==> config.mk <==
export PLATFORM = sky130hd
export DESIGN_NAME = dma_word_unpacker
export DESIGN_NICKNAME = d
export VERILOG_FILES = /design/src/rtl/dma_word_unpacker.sv
export SDC_FILE = /design/constraint.sdc
export NUM_CORES = 1
export LEC_CHECK = 0
export CORE_MARGIN = 2
export CORE_UTILIZATION = 30
export DETAILED_ROUTE_END_ITERATION = 7
export DONT_BUFFER_PORTS = 1
export PLACE_DENSITY_LB_ADDON = 0.2
export SLEW_MARGIN = 20
export SYNTH_ARGS = -nofsm -noshare
export SYNTH_HDL_FRONTEND = slang
export SYNTH_SLANG_ARGS = --single-unit
==> constraint.sdc <==
create_clock -name clk -period 5 [get_ports clk]
set_input_delay 1 -clock clk [delete_from_list [all_inputs] [get_ports clk]]
set_output_delay 1 -clock clk [all_outputs]
set_load 0.005 [all_outputs]
==> src/rtl/dma_word_unpacker.sv <==
// dma_word_unpacker
//   Width converter and elastic buffer. It takes 32-bit DMA MM2S beats and
//   splits each one into two 16-bit words. Halves are kept or dropped
//   according to tkeep. The words are held in a first-word-fall-through FIFO
//   and emitted one per cycle under AXI-Stream backpressure.
//
//   Optional feature macro: DMA_UNPACK_STATS_EN
//     defined   -> words_out counts output handshakes (32-bit, wrapping)
//     undefined -> words_out is tied to zero and no counter is built
//
// Parameters
//   FIFO_DEPTH  FIFO entries (16-bit words). Must be a power of two, >= 4.
//   HIGH_FIRST  0: bits [15:0] are emitted first; 1: bits [31:16] are emitted first
//
// Ports
//   clk            stream clock
//   rst            asynchronous reset, active low
//   s_axis_*       32-bit input stream (tdata, tkeep, tlast, tvalid, tready)
//   m_axis_*       16-bit output stream (tdata, tlast, tvalid, tready)
//   flush          synchronous clear of all buffered state
//   fifo_level     number of words currently held
//   keep_err       sticky flag: a tkeep pair of 01 or 10 was accepted
//   words_out      output handshake count (zero without DMA_UNPACK_STATS_EN)
module dma_word_unpacker #(
  parameter int FIFO_DEPTH = 16,
  parameter int HIGH_FIRST = 0
) (
  input  logic                          clk,
  input  logic                          rst,
  input  logic [31:0]                   s_axis_tdata,
  input  logic [3:0]                    s_axis_tkeep,
  input  logic                          s_axis_tlast,
  input  logic                          s_axis_tvalid,
  output logic                          s_axis_tready,
  output logic [15:0]                   m_axis_tdata,
  output logic                          m_axis_tlast,
  output logic                          m_axis_tvalid,
  input  logic                          m_axis_tready,
  input  logic                          flush,
  output logic [$clog2(FIFO_DEPTH):0]   fifo_level,
  output logic                          keep_err,
  output logic [31:0]                   words_out
);

  localparam int PW = $clog2(FIFO_DEPTH);
  localparam int LW = PW + 1;
  localparam bit HF = (HIGH_FIRST != 0);

  // A tkeep pair marks a usable half only when both bytes are enabled.
  function automatic logic pair_ok(input logic [1:0] k);
    return (k == 2'b11);
  endfunction

  // A pair with exactly one byte enabled is malformed.
  function automatic logic pair_bad(input logic [1:0] k);
    return (k == 2'b01) || (k == 2'b10);
  endfunction

  logic            ready_q;
  logic [PW-1:0]   wr_ptr;
  logic [PW-1:0]   rd_ptr;
  logic [LW-1:0]   level;
  logic            err_q;
  logic [15:0]     mem_data [FIFO_DEPTH];
  logic            mem_last [FIFO_DEPTH];

  logic            lo_ok, hi_ok;
  logic            first_ok, second_ok;
  logic [15:0]     first_w, second_w;
  logic            accept;
  logic            beat_bad;
  logic            wr0, wr1;
  logic [15:0]     wr0_data;
  logic            wr0_last;
  logic [LW-1:0]   n_wr;
  logic            rd;

  // Input decode -> FIFO write
  always_comb begin
    lo_ok     = pair_ok(s_axis_tkeep[1:0]);
    hi_ok     = pair_ok(s_axis_tkeep[3:2]);
    first_ok  = HF ? hi_ok : lo_ok;
    second_ok = HF ? lo_ok : hi_ok;
    first_w   = HF ? s_axis_tdata[31:16] : s_axis_tdata[15:0];
    second_w  = HF ? s_axis_tdata[15:0]  : s_axis_tdata[31:16];
    beat_bad  = pair_bad(s_axis_tkeep[1:0]) | pair_bad(s_axis_tkeep[3:2]);

    // The space check needs room for two words, even when only one half is valid.
    // The ready path therefore never depends on the read in the same cycle.
    s_axis_tready = ready_q & ~flush & (level <= LW'(FIFO_DEPTH - 2));
    accept        = s_axis_tvalid & s_axis_tready;

    // Slot 0 gets the earlier valid half. Slot 1 is used only when both halves are valid.
    // tlast goes with whichever half is written last.
    wr0      = accept & (first_ok | second_ok);
    wr1      = accept & first_ok & second_ok;
    wr0_data = first_ok ? first_w : second_w;
    wr0_last = s_axis_tlast & ~(first_ok & second_ok);
    n_wr     = LW'(wr0) + LW'(wr1);

    // A handshake that coincides with a flush does not consume a word.
    rd = m_axis_tvalid & m_axis_tready & ~flush;
  end

  // Storage holds data only, so it needs no reset. Only written entries are
  // ever presented on the output.
  always_ff @(posedge clk) begin
    if (wr0) begin
      mem_data[wr_ptr] <= wr0_data;
      mem_last[wr_ptr] <= wr0_last;
    end
    if (wr1) begin
      mem_data[wr_ptr + PW'(1)] <= second_w;
      mem_last[wr_ptr + PW'(1)] <= s_axis_tlast;
    end
  end

  always_ff @(posedge clk or negedge rst) begin
    if (!rst) begin
      ready_q <= 1'b0;
      wr_ptr  <= '0;
      rd_ptr  <= '0;
      level   <= '0;
      err_q   <= 1'b0;
    end else begin
      ready_q <= 1'b1;
      if (flush) begin
        wr_ptr <= '0;
        rd_ptr <= '0;
        level  <= '0;
        err_q  <= 1'b0;
      end else begin
        wr_ptr <= wr_ptr + PW'(n_wr);
        rd_ptr <= rd_ptr + PW'(rd);
        level  <= level + n_wr - LW'(rd);
        if (accept & beat_bad) err_q <= 1'b1;
      end
    end
  end

  // FIFO head -> output
  // tdata and tlast are gated by tvalid. This keeps them at zero while the
  // FIFO is empty and during reset, and it keeps unwritten storage off the port.
  always_comb begin
    m_axis_tvalid = (level != '0);
    m_axis_tdata  = m_axis_tvalid ? mem_data[rd_ptr] : 16'd0;
    m_axis_tlast  = m_axis_tvalid & mem_last[rd_ptr];
  end

  assign fifo_level = level;
  assign keep_err   = err_q;

`ifdef DMA_UNPACK_STATS_EN
  logic [31:0] words_q;

  always_ff @(posedge clk or negedge rst) begin
    if (!rst) begin
      words_q <= 32'd0;
    end else if (flush) begin
      words_q <= 32'd0;
    end else if (m_axis_tvalid & m_axis_tready) begin
      words_q <= words_q + 32'd1;
    end
  end

  assign words_out = words_q;
`else
  assign words_out = 32'd0;
`endif

endmodule

* Word-level counts from Yosys, hierarchy flattened
Memories as Yosys holds them, arrays and structs flattened. Cells that the tools add are included.
Word-level totals: bits in registers 15, RAM bits 272, input bits 42, output and inout port bits 57, logic and storage cells 51, memories kept 2
Operators by class: $add $sub $neg 6, order comparisons 1, equal/unequal tests 6, muxes and demuxes 11, bitwise operators 16, reduce and logical (&&, ||, !) cells 4
Memory list:
- mem_data | words 16, width 16, read ports 1, clocked after memory_dff 0, wr ports 2, RTL line 64 | logic [15:0] mem_data [FIFO_DEPTH];
- mem_last | words 16, width 1, read ports 1, clocked after memory_dff 0, wr ports 2, RTL line 65 | logic mem_last [FIFO_DEPTH];
Operator list (number):
- $mux 16 | 2
- $and 1x1->1 | 12
- $eq 2x2->1 const B | 4
- $mux 4 | 2
- $mux 1 | 6
- $add 5x2->5 | 1
- $le 5x4->1 const B | 1
- $mux 5 | 1
- $reduce_bool 5->1 | 1
- $sub 5x1->5 | 1
- $add 4x1->4 | 1
- $add 4x1->4 const B | 1
- $add 4x2->4 | 1
- $eq 2x1->1 const B | 2
- $add 1x1->2 | 1
- $logic_or 1x1->1 | 2
- $not 1->1 | 2
- $or 1x1->1 | 2
- $reduce_bool 2->1 | 1

* Longest topological paths before layout
depth in word-level cells 10, depth in mapped cells 18, depth with buffers taken out 16

* Worst setup path after synthesis
OpenSTA, ideal clock, no wires.
path kind input port to flip-flop, start in s_axis_tkeep[0], end reg level[4], in the netlist fifo_level[4], data arrival time 3688 ps, required time 4864 ps, setup slack 1176 ps, stages on the path 16, buffers on the path 2, path through ha_1 > buf_6 > or2_2 > o2111a_1 > clkbuf_1 > ha_1 > inv_1 > ha_1 > inv_1 > ha_1 > inv_1 > fa_1 > nand2b_1 > a21oi_1 > o21a_1 > nor3_1
On the way: word-level cells in the longest chain between the ends 7, elaborated cells on any way between the ends 9
RTL lines:
- start: declaration | RTL line 31 | input logic [3:0] s_axis_tkeep,
- $eq 2x2->1 (*) | RTL line 51 | return (k == 2'b11);
- $or 1x1->1 / $and 1x1->1 (equally long branches) | RTL line 95, 96
- $and 1x1->1, on equally long branches | RTL line 95, 96
- $add 1x1->2 (*) | RTL line 99 | n_wr = LW'(wr0) + LW'(wr1);
- $add 5x2->5 (*) | RTL line 135 | level <= level + n_wr - LW'(rd);
- $sub 5x1->5 (*) | RTL line 135
- $mux 5 (*) | RTL line 127 | if (flush) begin
- end signal: assignment | RTL line 135
- end: declaration | RTL line 62 | logic [LW-1:0] level;
Every way passes the cells marked *; elsewhere a longest branch is shown, timed or not. A chain may end at the register's enable or synchronous reset.

* Final worst setup path
start reg level[2], in the netlist fifo_level[2], end out m_axis_tdata[15]
On the way: word-level cells in the longest chain between the ends 2
RTL lines:
- $reduce_bool 5->1 | RTL line 145 | m_axis_tvalid = (level != '0);
- via m_axis_tvalid | RTL line 37 | output logic m_axis_tvalid,
- $mux 16 | RTL line 146 | m_axis_tdata = m_axis_tvalid ? mem_data[rd_ptr] : 16'd0;
- end: declaration | RTL line 35 | output logic [15:0] m_axis_tdata,
The timed path passes the listed nets, and every way through them passes these cells.

==> key figures <==
Clocking
  • CTS tree: done
  • Bufs on Longest Clock Path: 3
  • Hold-fix buffers at CTS: 0
  • CTS resizes: 0
  • Clock root buffer: clkbuf_16
  • Later-pin clock latency in the skew report: 0.54 ns
  • TritonCTS buffer count: 34
  • Post-CTS Setup Repair Bufs: 0
  • H-tree depth: 2
  • Worst-path clk slew: 0.05 ns
  • Clock sinks: 287

Critical path
  • CP startpoint kind: flip-flop
  • Worst endpoint required time: 4.00 ns
  • Crit end category: output pin
  • Reg-to-Reg Start: fifo_level[2]
  • Crit. Startpoint: fifo_level[2]
  • Worst setup path class: flip-flop to output pin
  • CP arrival: 3.22 ns
  • Worst-path fanout max: 28

Cells and area
  • Register area: 8548 µm²
  • NumNets Final: 1,339
  • Number of inserted diodes: 0
  • Multi-input gate area: 5833 µm²
  • Final std cells w/o fill: 1,972
  • Layout cells sized above 1: 13.62%
  • Area growth syn-to-layout: 10.95%
  • Fillers: 5,020

Die
  • DIE AREA: 52,150 µm²
  • Die Height: 228.4 µm
  • Top Ports: 99
  • Die Width: 228.4 µm
  • Cell row count: 82
  • Initial core utilization: 30.22%
  • Placeable Area: 49,970 µm²

GRT
  • Largest net degree at the start of global routing: 40
  • Number of global-route vias before repair: 10,470
  • GRT overflow: 0
  • First-pass GRT wire length: 70,900 µm
  • GR met3 Demand/Resource: 3.855%
  • Initial antenna violation count: 0
  • Total track usage: 18.25%
  • Busiest layer in global routing: met2
  • GRT met2 Usage: 27.86%
  • Met1 Use GR: 25.60%

Power
  • PD cells: 363.8 nW/µm²
  • Leakage: 5.626 nW
  • VDD IR max: 0.0002242 V
  • Power Total: 6.096 mW

Run
  • Maxcap violations: 0

Timing
  • Hold WS: 0.1689 ns
  • Setup TNS: 0 ns
  • Crit share post-route: 84.40%
  • Unrepaired setup endpoints after global routing: no
  • Final Max Tran Viols: 0
  • Minimum clock period: 4.220 ns
  • Final setup fails: 0
  • Least-Margin Pin Slew: 1.116 ns
  • Clock Skews: 0.02643 ns
  • Max Fclk: 237.0 MHz
  • Slew HR: 25.57%
  • Fin. Hold Viols: 0

Logic synthesis
  • Yosys warning total: 0
  • Post-synthesis sequential area ratio: 56.57%
  • EDFF count, synth: 272
  • Avg Cell Area, Syn: 11.31 µm²
  • #FFs+latches synth: 287
  • Count leader, synth: edfxtp_1
  • Synth area leader: edfxtp_1
  • Asr flop ratio synth: 5.226%
  • Cell area after synthesis: 15,100 µm²
  • Ys flop type: edfxtp_1
  • Synth top area share: 54.09%
  • Synth unique cells: 48
  • Cells after Synth: 1,335
  • Most frequent cells after synthesis: 272 x edfxtp_1, 265 x nor2_1, 260 x a21oi_1
  • Dominant cells by area after synthesis: edfxtp_1 54%, a21oi_1 8.6%, mux4_2 7.8%

Route
  • Via density: 5.307
  • Starting DRT DRC Count: 1,039
  • Vias: 10,470
  • WL final: 47,880 µm
  • DRT antenna net count: 0
  • Post-DR wirelength/cell: 24.28 µm
  • # DRC: 0
  • TritonRoute pass-1 iters: 7

Placed design
  • HPWL after detailed placement: 29,960 µm
  • Routability cong.: 0.7869
  • Buffers on Ports: 0
  • Dpl cells: 1,915

Min path
  • Worst min path class: primary input to async pin

Run status
  • Status: completed
## through the flow
step	area, µm²	util [%]	setup WS (ns)
after detailed placement	15700	31.42	1.162
after global routing	16750	33.53	0.6287
final	16750	33.53	0.7799
after floorplan	15220	-	1.176
after CTS	16750	33.52	0.8691
after global placement	15700	31.42	1.180
## final timing paths
check                              endpoint  slack [ns]  depth (start not counted)
hold / removal                fifo_level[4]        0.17                          0
setup / recovery           m_axis_tdata[15]        0.78                          6
hold reg to reg                    keep_err        0.53                          2
max in group asynchronous         rd_ptr[0]        4.75                          0
min in group clk                   keep_err        0.53                          2
setup reg to reg              fifo_level[4]        1.58                         16
## registers in the layout (all words and copies together), names as in the netlist
name / count
mem_last: 16
keep_err: 1
wr_ptr: 4
fifo_level: 5
rd_ptr: 4
mem_data: 256
ready_q: 1
## logic make-up (layout without fill, tap and decap cells)
group / after synthesis / count (layout) / synth area share (%)
other: 2 / 33 / 0.04973
adders and majority gates: 18 / 18 / 1.591
and+or+nand+nor: 369 / 369 / 10.75
DFF: 287 / 287 / 56.57
buffers and inverters: 193 / 127 / 6.032
AOI/OAI and AO/OA: 358 / 358 / 13.56
muxes: 102 / 102 / 11.09
xor gates and xnor gates: 6 / 6 / 0.3480
## placed cells by master (no fill, tap or decap), types with 3 or more instances in the layout
cell type / instances
a21boi_0: 16
ha_1: 16
inv_1: 14
nor4bb_1: 6
nor4b_1: 4
nor2b_1: 8
mux4_2: 52
conb_1: 33
xnor2_1: 4
o2111ai_2: 3
nor2_1: 265
o211ai_1: 17
buf_4: 55
bufinv_16: 3
mux2i_1: 48
clkbuf_16: 34
clkbuf_1: 4
edfxtp_1: 272
nand2b_1: 7
nand2_1: 23
or4_1: 4
o21ai_2: 10
a22oi_1: 32
dfrtp_1: 13
clkinv_1: 7
a21oi_1: 260
or3_1: 9
and4b_1: 4
nand3_1: 25
clkinv_2: 6
o2111ai_1: 13
## power by group
group | switching, mW | internal (mW) | total, mW
Sequential | 0.0680 | 2.67 | 2.74
Clock | 1.01 | 1.40 | 2.42
Combinational | 0.547 | 0.393 | 0.940
## layout make-up
| cell class | count | area share (%) |
|---|---|---|
| clock inverter | 19 | 1.075 |
| clock buffer | 38 | 5.168 |
| tap | 672 | 5.019 |
| multi-input combinational | 886 | 34.82 |
| inverter | 14 | 0.3137 |
| timing repair buffer | 56 | 2.584 |
| sequential | 287 | 51.02 |
## worst max-delay path, stage by stage (launching register included)
cell and delay (ns):
dfrtp_1 0.43, inv_1 0.09, ha_1 0.20, or4b_1 0.29, and2_1 0.91, a22oi_1 0.20
o211ai_1 0.56
## metal layers
layer  share of wire [%]  routed length (µm)  vias to the layer above
li1                    -                   -                     4741
met1                  44               21080                     5282
met2                  46               21880                      375
met3                 7.2                3454                       67
met4                 3.0                1459                        0
met5                   0                   0                        -
(Power assumes the default switching activity.)
